**src/rtl/modexp_stream.sv**
```systemverilog
// Right-to-left square-and-multiply modexp engine sharing one Montgomery-based modular multiplier.
// Optional MODEXP_EARLY_EXIT_EN stops once no set exponent bits remain; otherwise latency is fixed at 2*EXP_WIDTH.

module multiplicator #(
  parameter int W = 8
) (
  input  logic [W-1:0] a,
  input  logic [W-1:0] b,
  input  logic [W-1:0] modulant,
  input  logic [W-1:0] r_div_two,
  input  logic [W-1:0] r_squared,
  output logic [W-1:0] p
);

  // Bit-serial Montgomery reduction: one halving per bit of R = 2*r_div_two.
  function automatic logic [W-1:0] redc(input logic [2*W:0] t_in,
                                        input logic [W-1:0] m,
                                        input logic [W-1:0] rdt);
    logic [2*W:0] t;
    logic [2*W:0] m_ext;
    t     = t_in;
    m_ext = {{(W+1){1'b0}}, m};
    for (int i = 0; i < W; i++) begin
      if ((rdt >> i) != '0) begin
        if (t[0]) t = t + m_ext;
        t = t >> 1;
      end
    end
    if (t >= m_ext) t = t - m_ext;
    return t[W-1:0];
  endfunction

  logic [2*W:0] ab_full;
  logic [2*W:0] ur_full;
  logic [W-1:0] ab_mont;

  // a*b*R^-1, then multiply by R^2 and reduce again to strip the R^-1.
  always_comb begin
    ab_full = {{(W+1){1'b0}}, a} * {{(W+1){1'b0}}, b};
    ab_mont = redc(ab_full, modulant, r_div_two);
    ur_full = {{(W+1){1'b0}}, ab_mont} * {{(W+1){1'b0}}, r_squared};
    p       = redc(ur_full, modulant, r_div_two);
  end

endmodule

module modexp_stream #(
  parameter int DATA_WIDTH = 8,
  parameter int EXP_WIDTH  = 8
) (
  input  logic                  clock,
  input  logic                  reset,
  input  logic                  in_valid,
  output logic                  in_ready,
  input  logic [DATA_WIDTH-1:0] base,
  input  logic [EXP_WIDTH-1:0]  exponent,
  input  logic [DATA_WIDTH-1:0] modulant,
  input  logic [DATA_WIDTH-1:0] R_div_two,
  input  logic [DATA_WIDTH-1:0] R_squared,
  output logic                  out_valid,
  input  logic                  out_ready,
  output logic [DATA_WIDTH-1:0] out,
  output logic                  busy
);

  localparam int CW = $clog2(EXP_WIDTH) + 1;
  localparam logic [CW-1:0] CNT_LAST = CW'(EXP_WIDTH - 1);

  typedef enum logic [1:0] {S_IDLE, S_MUL, S_SQR, S_DONE} state_t;

  state_t                state_q, state_d;
  logic [DATA_WIDTH-1:0] sq_q, sq_d;
  logic [DATA_WIDTH-1:0] res_q, res_d;
  logic [EXP_WIDTH-1:0]  exp_q, exp_d;
  logic [CW-1:0]         cnt_q, cnt_d;
  logic [DATA_WIDTH-1:0] mod_q, mod_d;
  logic [DATA_WIDTH-1:0] rdt_q, rdt_d;
  logic [DATA_WIDTH-1:0] rsq_q, rsq_d;
  logic                  in_ready_q, in_ready_d;
  logic                  out_valid_q, out_valid_d;
  logic                  busy_q, busy_d;
  logic [DATA_WIDTH-1:0] out_q, out_d;

  logic [DATA_WIDTH-1:0] mul_a;
  logic [DATA_WIDTH-1:0] mul_p;
  logic                  last;

  assign mul_a = (state_q == S_SQR) ? sq_q : res_q;

  multiplicator #(.W(DATA_WIDTH)) u_mul (
    .a         (mul_a),
    .b         (sq_q),
    .modulant  (mod_q),
    .r_div_two (rdt_q),
    .r_squared (rsq_q),
    .p         (mul_p)
  );

`ifdef MODEXP_EARLY_EXIT_EN
  assign last = (cnt_q == CNT_LAST) || ((exp_q >> 1) == '0);
`else
  assign last = (cnt_q == CNT_LAST);
`endif

  always_comb begin
    state_d     = state_q;
    sq_d        = sq_q;
    res_d       = res_q;
    exp_d       = exp_q;
    cnt_d       = cnt_q;
    mod_d       = mod_q;
    rdt_d       = rdt_q;
    rsq_d       = rsq_q;
    in_ready_d  = in_ready_q;
    out_valid_d = out_valid_q;
    busy_d      = busy_q;
    out_d       = out_q;
    case (state_q)
      S_IDLE: begin
        if (in_valid) begin
          sq_d       = base;
          res_d      = DATA_WIDTH'(1);
          exp_d      = exponent;
          cnt_d      = '0;
          mod_d      = modulant;
          rdt_d      = R_div_two;
          rsq_d      = R_squared;
          state_d    = S_MUL;
          in_ready_d = 1'b0;
          busy_d     = 1'b1;
        end
      end
      S_MUL: begin
        // The product is always evaluated so zero bits cost the same time.
        if (exp_q[0]) res_d = mul_p;
        state_d = S_SQR;
      end
      S_SQR: begin
        sq_d  = mul_p;
        exp_d = exp_q >> 1;
        cnt_d = cnt_q + CW'(1);
        if (last) begin
          state_d     = S_DONE;
          busy_d      = 1'b0;
          out_valid_d = 1'b1;
          out_d       = res_q;
        end else begin
          state_d = S_MUL;
        end
      end
      S_DONE: begin
        if (out_ready) begin
          state_d     = S_IDLE;
          out_valid_d = 1'b0;
          in_ready_d  = 1'b1;
        end
      end
      default: state_d = S_IDLE;
    endcase
  end

  always_ff @(posedge clock) begin
    if (reset) begin
      state_q     <= S_IDLE;
      sq_q        <= '0;
      res_q       <= '0;
      exp_q       <= '0;
      cnt_q       <= '0;
      mod_q       <= '0;
      rdt_q       <= '0;
      rsq_q       <= '0;
      in_ready_q  <= 1'b1;
      out_valid_q <= 1'b0;
      busy_q      <= 1'b0;
      out_q       <= '0;
    end else begin
      state_q     <= state_d;
      sq_q        <= sq_d;
      res_q       <= res_d;
      exp_q       <= exp_d;
      cnt_q       <= cnt_d;
      mod_q       <= mod_d;
      rdt_q       <= rdt_d;
      rsq_q       <= rsq_d;
      in_ready_q  <= in_ready_d;
      out_valid_q <= out_valid_d;
      busy_q      <= busy_d;
      out_q       <= out_d;
    end
  end

  assign in_ready  = in_ready_q;
  assign out_valid = out_valid_q;
  assign busy      = busy_q;
  assign out       = out_q;

endmodule

```
**config.mk**
```make
export PLATFORM = sky130hd
export DESIGN_NAME = modexp_stream
export DESIGN_NICKNAME = d
export VERILOG_FILES = /design/src/rtl/modexp_stream.sv
export SDC_FILE = /design/constraint.sdc
export NUM_CORES = 1
export LEC_CHECK = 0
export CELL_PAD_IN_SITES_DETAIL_PLACEMENT = 0
export CELL_PAD_IN_SITES_GLOBAL_PLACEMENT = 2
export CORE_ASPECT_RATIO = 1.5
export CORE_MARGIN = 2
export CORE_UTILIZATION = 38
export DETAILED_ROUTE_END_ITERATION = 8
export PLACE_DENSITY_LB_ADDON = 0.08
export SLEW_MARGIN = 40
export SYNTH_ARGS = -nofsm -noshare
export SYNTH_HDL_FRONTEND = slang
export SYNTH_HIERARCHICAL = 1
export SYNTH_SLANG_ARGS = --single-unit
```
**constraint.sdc**
```tcl
create_clock -name clock -period 34.7 [get_ports clock]
set_input_delay 5.205 -clock clock [delete_from_list [all_inputs] [get_ports clock]]
set_output_delay 5.205 -clock clock [all_outputs]
set_load 0.005 [all_outputs]
```
Word-level counts from Yosys, hierarchy flattened --
Cells that the tools add are included.
Cells by class: add/sub/neg operators 19, $mul 2, div/mod/pow operators 0, order comparisons 2, eq/ne operators 8, shift-type cells 0, muxes and demuxes 57, bitwise logic cells 0, reductions and logical operators 20
Operator list (count):
- $mux W17 | 30
- $add A17 B8 Y17 | 13
- $mux W8 | 7
- $reduce_bool A8 Y1 | 7
- $add A16 B8 Y17 | 3
- $pmux W8 S2 | 3
- $ge A17 B8 Y1 | 2
- $mul A8 B8 Y16 | 2
- $mux W16 | 2
- $sub A8 B8 Y8 | 2
- $reduce_and A3 Y1 | 4
- $ne A2 B2 Y1 const B | 4
- $pmux W2 S4 | 1
- $pmux W4 S2 | 1
- $reduce_and A2 Y1 | 4
- $reduce_bool A2 Y1 | 4
- $mux W1 | 6
- $mux W2 | 3
- $pmux W1 S2 | 3
- $add A4 B1 Y4 const B | 1
- $eq A2 B2 Y1 const B | 2
- $eq A4 B3 Y1 const B | 1
- $mux W4 | 1
- $eq A2 B1 Y1 const B | 1
- $logic_not A2 Y1 | 1
Storage, ports and cells: bits in registers 65, bits in latches 0, bits in writable memories 0, memory bits (read-only) 0, bits of input ports 44, memories kept 0

Longest topological paths before layout --
Gate-level depths: netlist (run 1).
word-level depth 58, mapped depth 171, mapped depth without buffers 167

Cells and area by module --
Netlist (run 1), hierarchy kept.
Modules (own cells, without submodules):
- multiplicator | instances 1, cells each 2377, area each 16809.9 µm²
- modexp_stream | instances 1, cells each 367, area each 2891.5 µm²

Least setup slack after synthesis (run 1) --
OpenSTA, ideal clock, no wires.
kind reg-to-reg, start register state_q[0], end register sq_q[7], setup time 131 ps, arrival 29055 ps, path slack 5514 ps, cell stages (with the launch flop) 150, path buffers 8, cell sequence dfxtp_1 nand2b_1 buf_2 buf_1 nand2_1 o21ai_0 clkbuf_1 nand2_1 fa_1 inv_1 fa_1 ha_1 inv_1 fa_1 inv_1 ha_1 xor2_1 ha_1 [114 not listed] a21oi_1 o21ai_0 a21oi_1 o21ai_0 and2_1 o21a_1 nor2_1 o21ai_0 a21oi_1 o211ai_1 a21oi_1 o311ai_0 a21oi_1 o21ai_4 mux2_4 nand2b_1 a21oi_1 nor3_1
Between the ends: longest elaborated chain between the ends 57
RTL lines:
- start, declared | line 71 | state_t state_q, state_d;
- start signal, assigned | line 177 | state_q <= state_d;
- $eq A2 B2 Y1 (*) | line 88 | assign mul_a = (state_q == S_SQR) ? sq_q : res_q;
- $mux W8 (*) | line 88
- net mul_a[0] | line 84 | logic [DATA_WIDTH-1:0] mul_a;
- $mul A8 B8 Y16 (*) | line 39 | ab_full = {{(W+1){1'b0}}, a} * {{(W+1){1'b0}}, b};
- $add A16 B8 Y17 | line 25 | if (t[0]) t = t + m_ext;
- $mux W17 | line 25
- $mux W16 (*) | line 24 | if ((rdt >> i) != '0) begin
- $add A17 B8 Y17 | line 25
- [43 not listed]
- $mux W17 (*) | line 24
- $add A17 B8 Y17 | line 25
- $mux W17 | line 25
- $mux W17 (*) | line 24
- $ge A17 B8 Y1 / $sub A8 B8 Y8 (equally long branches) | line 29 | if (t >= m_ext) t = t - m_ext;
- $mux W8 (*) | line 29
- net mul_p[7] | line 85 | logic [DATA_WIDTH-1:0] mul_p;
- $pmux W8 S2 (*) | line 118 | case (state_q)
- end signal, assigned | line 178 | sq_q <= sq_d;
- end, declared | line 72 | logic [DATA_WIDTH-1:0] sq_q, sq_d;
Mark *: on every way through the listed nets, which the timed path passes. The rest lies on a longest branch. A chain may end at the register's enable or synchronous reset.

Final worst setup path (run 1) --
Ends and elaborated chain as after synthesis.

==> metrics.txt, run 1 <==
Die Y-Extent 282.9 µm; vias in the first global route 19,622; Reg clk slew, reported paths 60 ps; CP peak stage delay 540 ps; Clk Latency, worst-skew pair roughly 340 ps; dpl cells 3,405; CTS max path bufs 2; CP dominant cell by count ha_1; Synth Register Bits 65; register area share after synthesis 6.605%; DP HPWL 54,870 µm; CTS tree built; Startpoint Class register; FF-to-FF Start state_q[0]; mean routed wirelength per cell between 20 and 25 µm; WHS 453.1 ps; Avg Cell Area, Syn 7.180 µm²; DRT iter0 DRCs between 1,000 and 1,500; Fmax achieved 31.03 MHz; GRT Util Overall 25.52%; fill count 5,442; worst slack, placed approximately 800 ps; status completed; io pins 55; layout cell share with drive strength beyond 1 7.793%; core area 51,430 µm²; Diodes inserted 0; drt drc 0; largest net degree at the start of global routing 75; maximum vdd drop between 0.00006 and 0.00007 V; Critical path origin state_q[0]; Post-Syn Area 19,700 µm²; Tcrit/Tclk final 92.86%; initial core utilization between 30% and 40%; Distinct cells, synth 114; via density per instance just under 6; Std-Cell Rows 102; Pre-antenna DRT Iters 7; Root Buffer clkbuf_16; Fin. Hold Viols 0; Area after DPL between 20,000 and 25,000 µm²; Main synth FF type dfxtp_1; Slew headroom between 40% and 50%; WL final 69,220 µm; Synth Warn # 6; Post-Syn Instances 2,744; RePlAce Congestion around 0.9; Worst R2R End sq_q[7]; cells on worst reg2reg path roughly 160; Worst Setup End Kind register; most common cell after layout, fill and taps aside nand2_1; RSZ-0062 raised after global routing no; worst path required time 34,900 ps; Pleak 9.213 nW; initial antenna violation count 0; Max Fanout on Critical Path 14; Die Wd 189.9 µm; vias 20,125; Slew Viols, Final 0; R2R setup slack 2480 ps; startpoint of the worst hold path mod_q[5]; H-Tree Depth 3; worst setup margin 2477 ps; CP arrival 32,420 ps; Syn Nets just over 3,000; Worst Setup EP sq_q[7]; Num CTS Buffers 9; Setup Viol. Count Final 0; Final #Nets 3,076; Cell Pwr Density 104.6 nW/µm²; Design Area, Final approximately 21,000 µm²; Routed Antenna Nets 0; final worst path period need 32,220 ps; grt ovf 0; Max Cap Viol 0; worst hold path type register to register; Post-synth EDFFs 0; first-pass GRT wire length 108,400 µm; Worst Skew 8.754 ps; Setup CP Type register to register; asr flop ratio synth 0%; CTS Sinks 65; setup TNS 0 ps; Post-Layout Cell Count 3,422; Post-CTS Hold Fix Bufs 0; Port Buffers 54; Crit-path slowest cell fa_1; die area 53,720 µm²; Area growth, synth to finish 8.897%; Hold Path Depth 2; Least-Margin Pin Slew 851.8 ps; most frequent cells in the layout 309 x nand2_1, 281 x a21oi_1, 209 x inv_1, 205 x nor2_1, 201 x ha_1
## metal layers
metal	vias up	wire length, µm	GRT usage, %
met5	-	0	0
met4	0	2408	8.945
met3	99	2636	2.300
met2	445	34800	46.89
met1	9714	29370	30.89
li1	9867	-	-
## state kept, by name, indices dropped and copies added (netlist names), 2 cells and up
| register | cells |
|---|---|
| sq_q | 8 |
| res_q | 8 |
| state_q | 2 |
| rsq_q | 8 |
| out | 8 |
| rdt_q | 8 |
| exp_q | 8 |
| mod_q | 8 |
| cnt_q | 4 |
## power breakdown
group	total [W]	internal (W)	switching (W)
Sequential	0.0000958	0.0000811	0.0000146
Combinational	0.00205	0.000794	0.00126
Clock	0.0000926	0.0000573	0.0000353
Total	0.00224	0.000932	0.00131
## cell usage after synthesis (all sizes together) (17+ instances only)
| master | count | area share (%) |
|---|---|---|
| a21oi | 296 | 7.7 |
| fa | 90 | 9.1 |
| buf | 31 | 0.77 |
| inv | 210 | 4.0 |
| clkbuf | 82 | 1.6 |
| nor2 | 209 | 4.0 |
| or3 | 20 | 0.66 |
| and3 | 31 | 1.0 |
| nand3 | 61 | 1.6 |
| xor2 | 53 | 2.4 |
| nor3 | 38 | 1.1 |
| a211oi | 36 | 1.5 |
| nand2b | 55 | 1.7 |
| dfxtp | 65 | 6.6 |
| mux2 | 23 | 1.4 |
| ha | 201 | 13 |
| o21ai | 175 | 4.6 |
| o221a | 17 | 0.97 |
| nand2 | 310 | 5.9 |
| a211o | 19 | 0.84 |
| o21bai | 26 | 0.99 |
| o21a | 25 | 0.95 |
| o211ai | 37 | 1.5 |
| and2 | 97 | 3.1 |
| mux2i | 45 | 2.3 |
| xnor2 | 93 | 4.1 |
| a21o | 59 | 2.2 |
| a31oi | 28 | 0.92 |
| nor2b | 37 | 1.2 |
## critical path: cells and delay by family, from the launching register on
family,cells,cell delay (ps)
XOR/XNOR,12,2130
AO/OA/AOI/OAI,57,10650
flip-flops,1,310
multiplexers,9,2290
buffers and inverters,13,1320
adder cells (fa/ha/maj),28,10160
AND/OR/NAND/NOR,38,5150
## stage by stage
step / power, W / util, %
3_5_place_dp: 0.002084 / 40.76
5_1_grt: 0.002472 / 41.71
3_3_place_gp: 0.002073 / 40.75
4_1_cts: 0.002193 / 41.34
6_report: 0.002243 / 41.71
2_1_floorplan: 0.001584 / -
## logic make-up (layout without fill, tap and decap cells)
logic type | after synthesis | in the layout | synth area share, %
mux | 68 | 68 | 3.772
compound gates | 901 | 901 | 30.80
simple gates | 950 | 950 | 24.09
xor+xnor | 146 | 146 | 6.491
buf+inv | 323 | 325 | 6.338
flops | 65 | 65 | 6.605
fa+ha+maj | 291 | 291 | 21.91
## worst min-delay path by stage
| stage | to | slack, ps |
|---|---|---|
| 3_5_place_dp | mod_q[5] | 450 |
| 4_1_cts | mod_q[5] | 460 |
| 3_3_place_gp | mod_q[2] | 440 |
| 5_1_grt | out_valid | 480 |
| 6_report | mod_q[5] | 450 |
| 2_1_floorplan | rdt_q[0] | 440 |
## final cells by class
cell class,instances,area [µm²],share of cell area (%)
Clock buffer,11,242.7,1.131
Inverter,210,788.3,3.674
Timing Repair Buffer,99,865.8,4.036
Tap cell,676,845.8,3.942
Sequential cell,65,1304,6.077
Clock inverter,5,55.05,0.2566
Multi-Input combinational cell,2356,17350,80.88
## what timing repair did
action                     in CTS  in global routing
setup endpoints to repair       0                 16
setup buffers                   0                  1
gates resized for setup         0                 39
Power figures use the tool's default switching activity.
==> run 2, diff against run 1 <==
SYNTH_HIERARCHICAL = not set   (was 1)
==> metrics.txt, run 2 <==
status completed; CTS Sinks 65 (unchanged); CP peak stage delay 640 ps (+100 ps); DRT iter0 DRCs 959 (-18%); Reg clk slew, reported paths 60 ps (about the same); startpoint of the worst hold path exp_q[6]; layout cell share with drive strength beyond 1 8.993% (+1.2 points); Port Buffers 54 (unchanged); most common cell after layout, fill and taps aside nand2_1; CTS max path bufs 2 (unchanged); CTS tree built; first-pass GRT wire length 115,400 µm (+6.4%); Post-Syn Instances 2,792 (+1.7%); Setup CP Type register to register; Die Y-Extent 285.6 µm (+0.95%); CP dominant cell by count ha_1; dpl cells 3,452 (+1.4%); top-count cell post-synth nand2_1; most frequent cells in the layout 291 x nand2_1, 238 x a21oi_1, 235 x nor2_1, 205 x inv_1, 201 x ha_1; Area after DPL 21,370 µm² (+1.9%); DP HPWL 57,920 µm (+5.5%); Slew headroom 44.88% (+1.9 points); initial antenna violation count 1 (+1); GRT Util Overall 26.68% (+1.2 points); critical path buffer and inverter count 11 (-2); asr flop ratio synth 0% (unchanged); initial core utilization 38.29% (about the same); Slew Viols, Final 0 (unchanged); Std-Cell Rows 103 (+0.98%); Die Wd 191.7 µm (+0.94%); Worst Skew 12.26 ps (+3.503 ps); fin util 41.79% (+0.072 points); Startpoint Class register; Post-synth EDFFs 0 (unchanged); mean routed wirelength per cell 21.08 µm (+4.2%); Fmax achieved 30.78 MHz (-0.82%); Max Fanout on Critical Path 21 (+7); register area share after synthesis 6.479% (-0.13 points); Setup Viol. Count Final 0 (unchanged); worst hold path type register to register; Synth area leaders ha_1 13%, fa_1 9.0%, dfxtp_1 6.5%; Main synth FF type dfxtp_1; R2R setup slack 2210 ps (-270 ps); vias in the first global route 20,877 (+6.4%); Hold EP exp_q[6]; H-Tree Depth 3 (unchanged); Synth Warn # 0 (-6); io pins 55 (unchanged); Worst Setup End Kind register; Design Area, Final 21,920 µm² (+2.2%); cell family with most CP delay compound AO/OA/AOI/OAI gates; Least-Margin Pin Slew 826.7 ps (-25.01 ps); Post-Layout Cell Count 3,473 (+1.5%); Pre-antenna DRT Iters 7 (unchanged); FF-to-FF Start state_q[0]; Diodes inserted 0 (unchanged); core area 52,450 µm² (+2.0%); Synth Register Bits 65 (unchanged); CP arrival 32,710 ps (+290 ps); final worst path period need 32,490 ps (+265.3 ps); WL final 73,200 µm (+5.7%); RePlAce Congestion 0.9220 (+2.9%); post-synth top area share 12.52% (-0.24 points); Worst R2R End res_q[1]; via density per instance 5.923 (+0.72%); die area 54,740 µm² (+1.9%); Synth area leader ha_1; vias 20,571 (+2.2%); Post-CTS Hold Fix Bufs 0 (unchanged); Synth top cells by count 294 x nand2_1, 245 x a21oi_1, 239 x nor2_1; largest net degree at the start of global routing 65 (-13%); WHS 493.6 ps (+40.54 ps); Distinct cells, synth 118 (+3.5%); Max Cap Viol 0 (unchanged); Root Buffer clkbuf_16; drt drc 0 (unchanged); Crit-path slowest cell fa_1; Fin. Hold Viols 0 (unchanged); Routed Antenna Nets 0 (unchanged); Tcrit/Tclk final 93.63% (+0.76 points); cells on worst reg2reg path 144 (-8.3%); Avg Cell Area, Syn 7.193 µm² (+0.18%); grt ovf 0 (unchanged); worst path required time 34,920 ps (+20 ps); Hold Path Depth 2 (unchanged); Clk Latency, worst-skew pair 330 ps (about the same); Num CTS Buffers 9 (unchanged); Post-Syn Area 20,080 µm² (+1.9%); Area growth, synth to finish 9.134%; Critical path origin state_q[0]; Final #Nets 3,121 (+1.5%); Syn Nets 3,127 (+1.6%)
## run 2: changes by cell type in the layout (fill, tap and decap cells not counted), sizes merged, moves of 12 or more
cell	previous run	this run
nor3	38	60
and3	31	14
nand3	61	82
nor2b	37	71
nor2	209	239
buf	47	59
o21a	25	49
and2	97	65
o31ai	15	28
or2	12	29
o221a	17	3
a21oi	296	247
nand2b	55	42
nand2	310	295
## run 2: stage by stage
stage,setup TNS (ps),setup WS (ps)
floorplan,0,5594
global placement,0,672.3
detailed placement,0,573.7
CTS,0,453.2
global route,-63.97,-46.77
finish,0,2212
## run 2: layout make-up
class                      instances  area (µm²)
tap                              682       853.3
fill                            5602       30530
clock buffer                      10       229.0
sequential                        65        1305
timing repair buffer             112       970.9
multi-input combinational       2392       17670
clock inverter                     6       115.1
inverter                         206       777.0
## run 2: kinds of logic after synthesis
family	Yosys count	share of synthesized area (%)
AND/OR/NAND/NOR	1004	24.80
AO/OA/AOI/OAI	884	30.57
buffers and inverters	335	6.635
adder cells (fa/ha/maj)	291	21.49
XOR/XNOR	133	5.838
multiplexers	80	4.193
flip-flops	65	6.479
## run 2: metal layers
metal / track usage (%) / wire length (µm) / share of wire, %
met1: 29.33 / 28800 / 39
met2: 52.16 / 39600 / 54
met3: 1.558 / 1483 / 2.0
met4: 10.79 / 3309 / 4.5
met5: 0 / 8 / 0.011
## run 2: worst min-delay path, delay by kind of cell, from the launching register on
kind,cells,cell delay (ps)
AND/OR/NAND/NOR,2,130
flip-flops,1,310
## run 2: worst max path at each step
| stage | slack (ps) | to | cells past startpoint |
|---|---|---|---|
| floorplan | 5590 | res_q[1] | 142 |
| detailed placement | 570 | res_q[1] | 149 |
| finish | 2210 | res_q[1] | 144 |
| global route | -50 | sq_q[0] | 154 |
| global placement | 670 | res_q[5] | 150 |
| CTS | 450 | res_q[1] | 149 |
## run 2: what timing repair did
item / in CTS / in global routing
gates resized for setup: 0 / 41
endpoints found under the setup margin: 0 / 16
buffers inserted: 0 / 5
Power of run 2 is not shown: default switching activity piles up to over one toggle a cycle in this logic, so the estimate is an artifact.
==> run 3, diff against run 2 <==
CORE_ASPECT_RATIO = not set   (was 1.5)
SETUP_SLACK_MARGIN = 0.3   (was not set)
==> metrics.txt, run 3 (synthesis gave the netlist of run 2 again) <==
initial core utilization 38.29% (about the same); Crit-path slowest cell mux2i_1; Root Buffer clkbuf_16; Die Wd 233.9 µm (+22%); CP dominant cell by count ha_1; Routed Antenna Nets 0 (unchanged); DRT iter0 DRCs 1,095 (+14%); most frequent cells in the layout 291 x nand2_1, 234 x nor2_1, 233 x a21oi_1, 206 x inv_1, 200 x ha_1; worst hold path type register to register; die area 54,700 µm² (about the same); status completed; layout cell share with drive strength beyond 1 9.045% (+0.052 points); RSZ-0062 raised after global routing no; worst path required time 34,920 ps (about the same); first-pass GRT wire length 110,000 µm (-4.7%); most common cell after layout, fill and taps aside nand2_1; dpl cells 3,454 (+0.058%); vias in the first global route 19,664 (-5.8%); Diodes inserted 0 (unchanged); H-Tree Depth 3 (unchanged); Std-Cell Rows 84 (-18%); core area 52,450 µm² (about the same); GRT Util Overall 25.46% (-1.2 points); Slew Viols, Final 0 (unchanged); mean routed wirelength per cell 20.18 µm (-4.2%); register cell area after layout 1304 µm² (about the same); Post-Layout Cell Count 3,474 (+0.029%); Pre-antenna DRT Iters 7 (unchanged); CTS tree built; initial antenna violation count 0 (-1); Slew headroom 43.60% (-1.3 points); Port Buffers 54 (unchanged); Startpoint Class register; WHS 488.5 ps (-5.076 ps); io pins 55 (unchanged); drt drc 0 (unchanged); grt ovf 0 (unchanged); Die Y-Extent 233.9 µm (-18%); Multi-input gate area 17,700 µm² (+0.18%); Worst Skew 14.07 ps (+1.815 ps); Area growth, synth to finish 8.965%; cell family with most CP delay compound AO/OA/AOI/OAI gates; Setup CP Type register to register; Fin. Hold Viols 0 (unchanged); DP HPWL 54,950 µm (-5.1%); critical path buffer and inverter count 11 (unchanged); Final #Nets 3,116 (-0.16%); CP arrival 32,620 ps (-90 ps); Clk Latency, worst-skew pair 340 ps (about the same); vias 20,297 (-1.3%); Reg clk slew, reported paths 70 ps (about the same); Least-Margin Pin Slew 824.6 ps (-2.136 ps); Fmax achieved 30.87 MHz (+0.28%); Setup Viol. Count Final 0 (unchanged); setup TNS 0 ps (unchanged); fill count 5,540 (-1.1%); final worst path period need 32,400 ps (-90.49 ps); RePlAce Congestion 0.8647 (-6.2%); Max Cap Viol 0 (unchanged); Tcrit/Tclk final 93.36% (-0.26 points); CTS Sinks 65 (unchanged); Worst Setup End Kind register; CTS max path bufs 2 (unchanged); via density per instance 5.843 (-1.4%); Num CTS Buffers 9 (unchanged); Max Fanout on Critical Path 18 (-14%); WL final 70,110 µm (-4.2%); largest net degree at the start of global routing 65 (unchanged); Post-CTS Hold Fix Bufs 0 (unchanged); CP peak stage delay 660 ps (+20 ps)
run 3: changes by cell type in the layout (fill, tap and decap cells not counted), sizes merged:
| cell | before | now |
|---|---|---|
| clkbuf | 10 | 9 |
| bufinv | 3 | 1 |
| clkinvlp | 2 | 1 |
| buf | 59 | 54 |
| clkinv | 1 | 0 |
| inv | 206 | 211 |
run 3: through the flow:
step | setup WS [ps] | utilization [%] | instance area, µm²
6_report | 2302 | 41.73 | 21880
5_1_grt | 231.5 | 41.73 | 21880
3_5_place_dp | 533.5 | 40.69 | 21340
2_1_floorplan | 5594 | - | 20080
3_3_place_gp | 805.4 | 40.66 | 21320
4_1_cts | 383.5 | 41.28 | 21650
run 3: worst paths after layout:
check | slack, ps | endpoint | cells after the start | startpoint
max | 2300 | res_q[5] | 145 | state_q[0]
min | 490 | busy | 2 | busy
max reg2reg | 2300 | res_q[5] | 145 | state_q[0]
min reg2reg | 490 | busy | 2 | busy
run 3: metal layers:
| layer | routed length (µm) | GRT usage [%] | vias up |
|---|---|---|---|
| met5 | 0 | 0 | - |
| met4 | 1557 | 5.637 | 0 |
| met3 | 1768 | 1.374 | 82 |
| met2 | 33930 | 45.42 | 378 |
| met1 | 32860 | 33.73 | 9812 |
| li1 | - | - | 10025 |
run 3: layout make-up:
type / instances / share of cell area (%)
multi-input cells: 2392 / 80.87
clock buffers: 9 / 1.029
repair buffers: 107 / 4.300
clock inverters: 7 / 0.3716
inverters: 206 / 3.533
well taps: 688 / 3.934
flip-flops and latches: 65 / 5.958
run 3: worst reg2reg max path, delay by kind of cell, from the launching register on:
kind	cells	cell delay, ps
flip-flops	1	530
multiplexers	9	2970
XOR/XNOR	9	1490
AO/OA/AOI/OAI	57	10780
buffers and inverters	11	930
adder cells (fa/ha/maj)	27	9990
AND/OR/NAND/NOR	32	5580
run 3: what timing repair did:
action                                  4_1_cts  5_1_grt
resized for setup                             0       52
buffers inserted                              0        4
endpoints found under the hold margin         0        0
endpoints found under the setup margin        0       16
Power of run 3 is left out for the same reason.
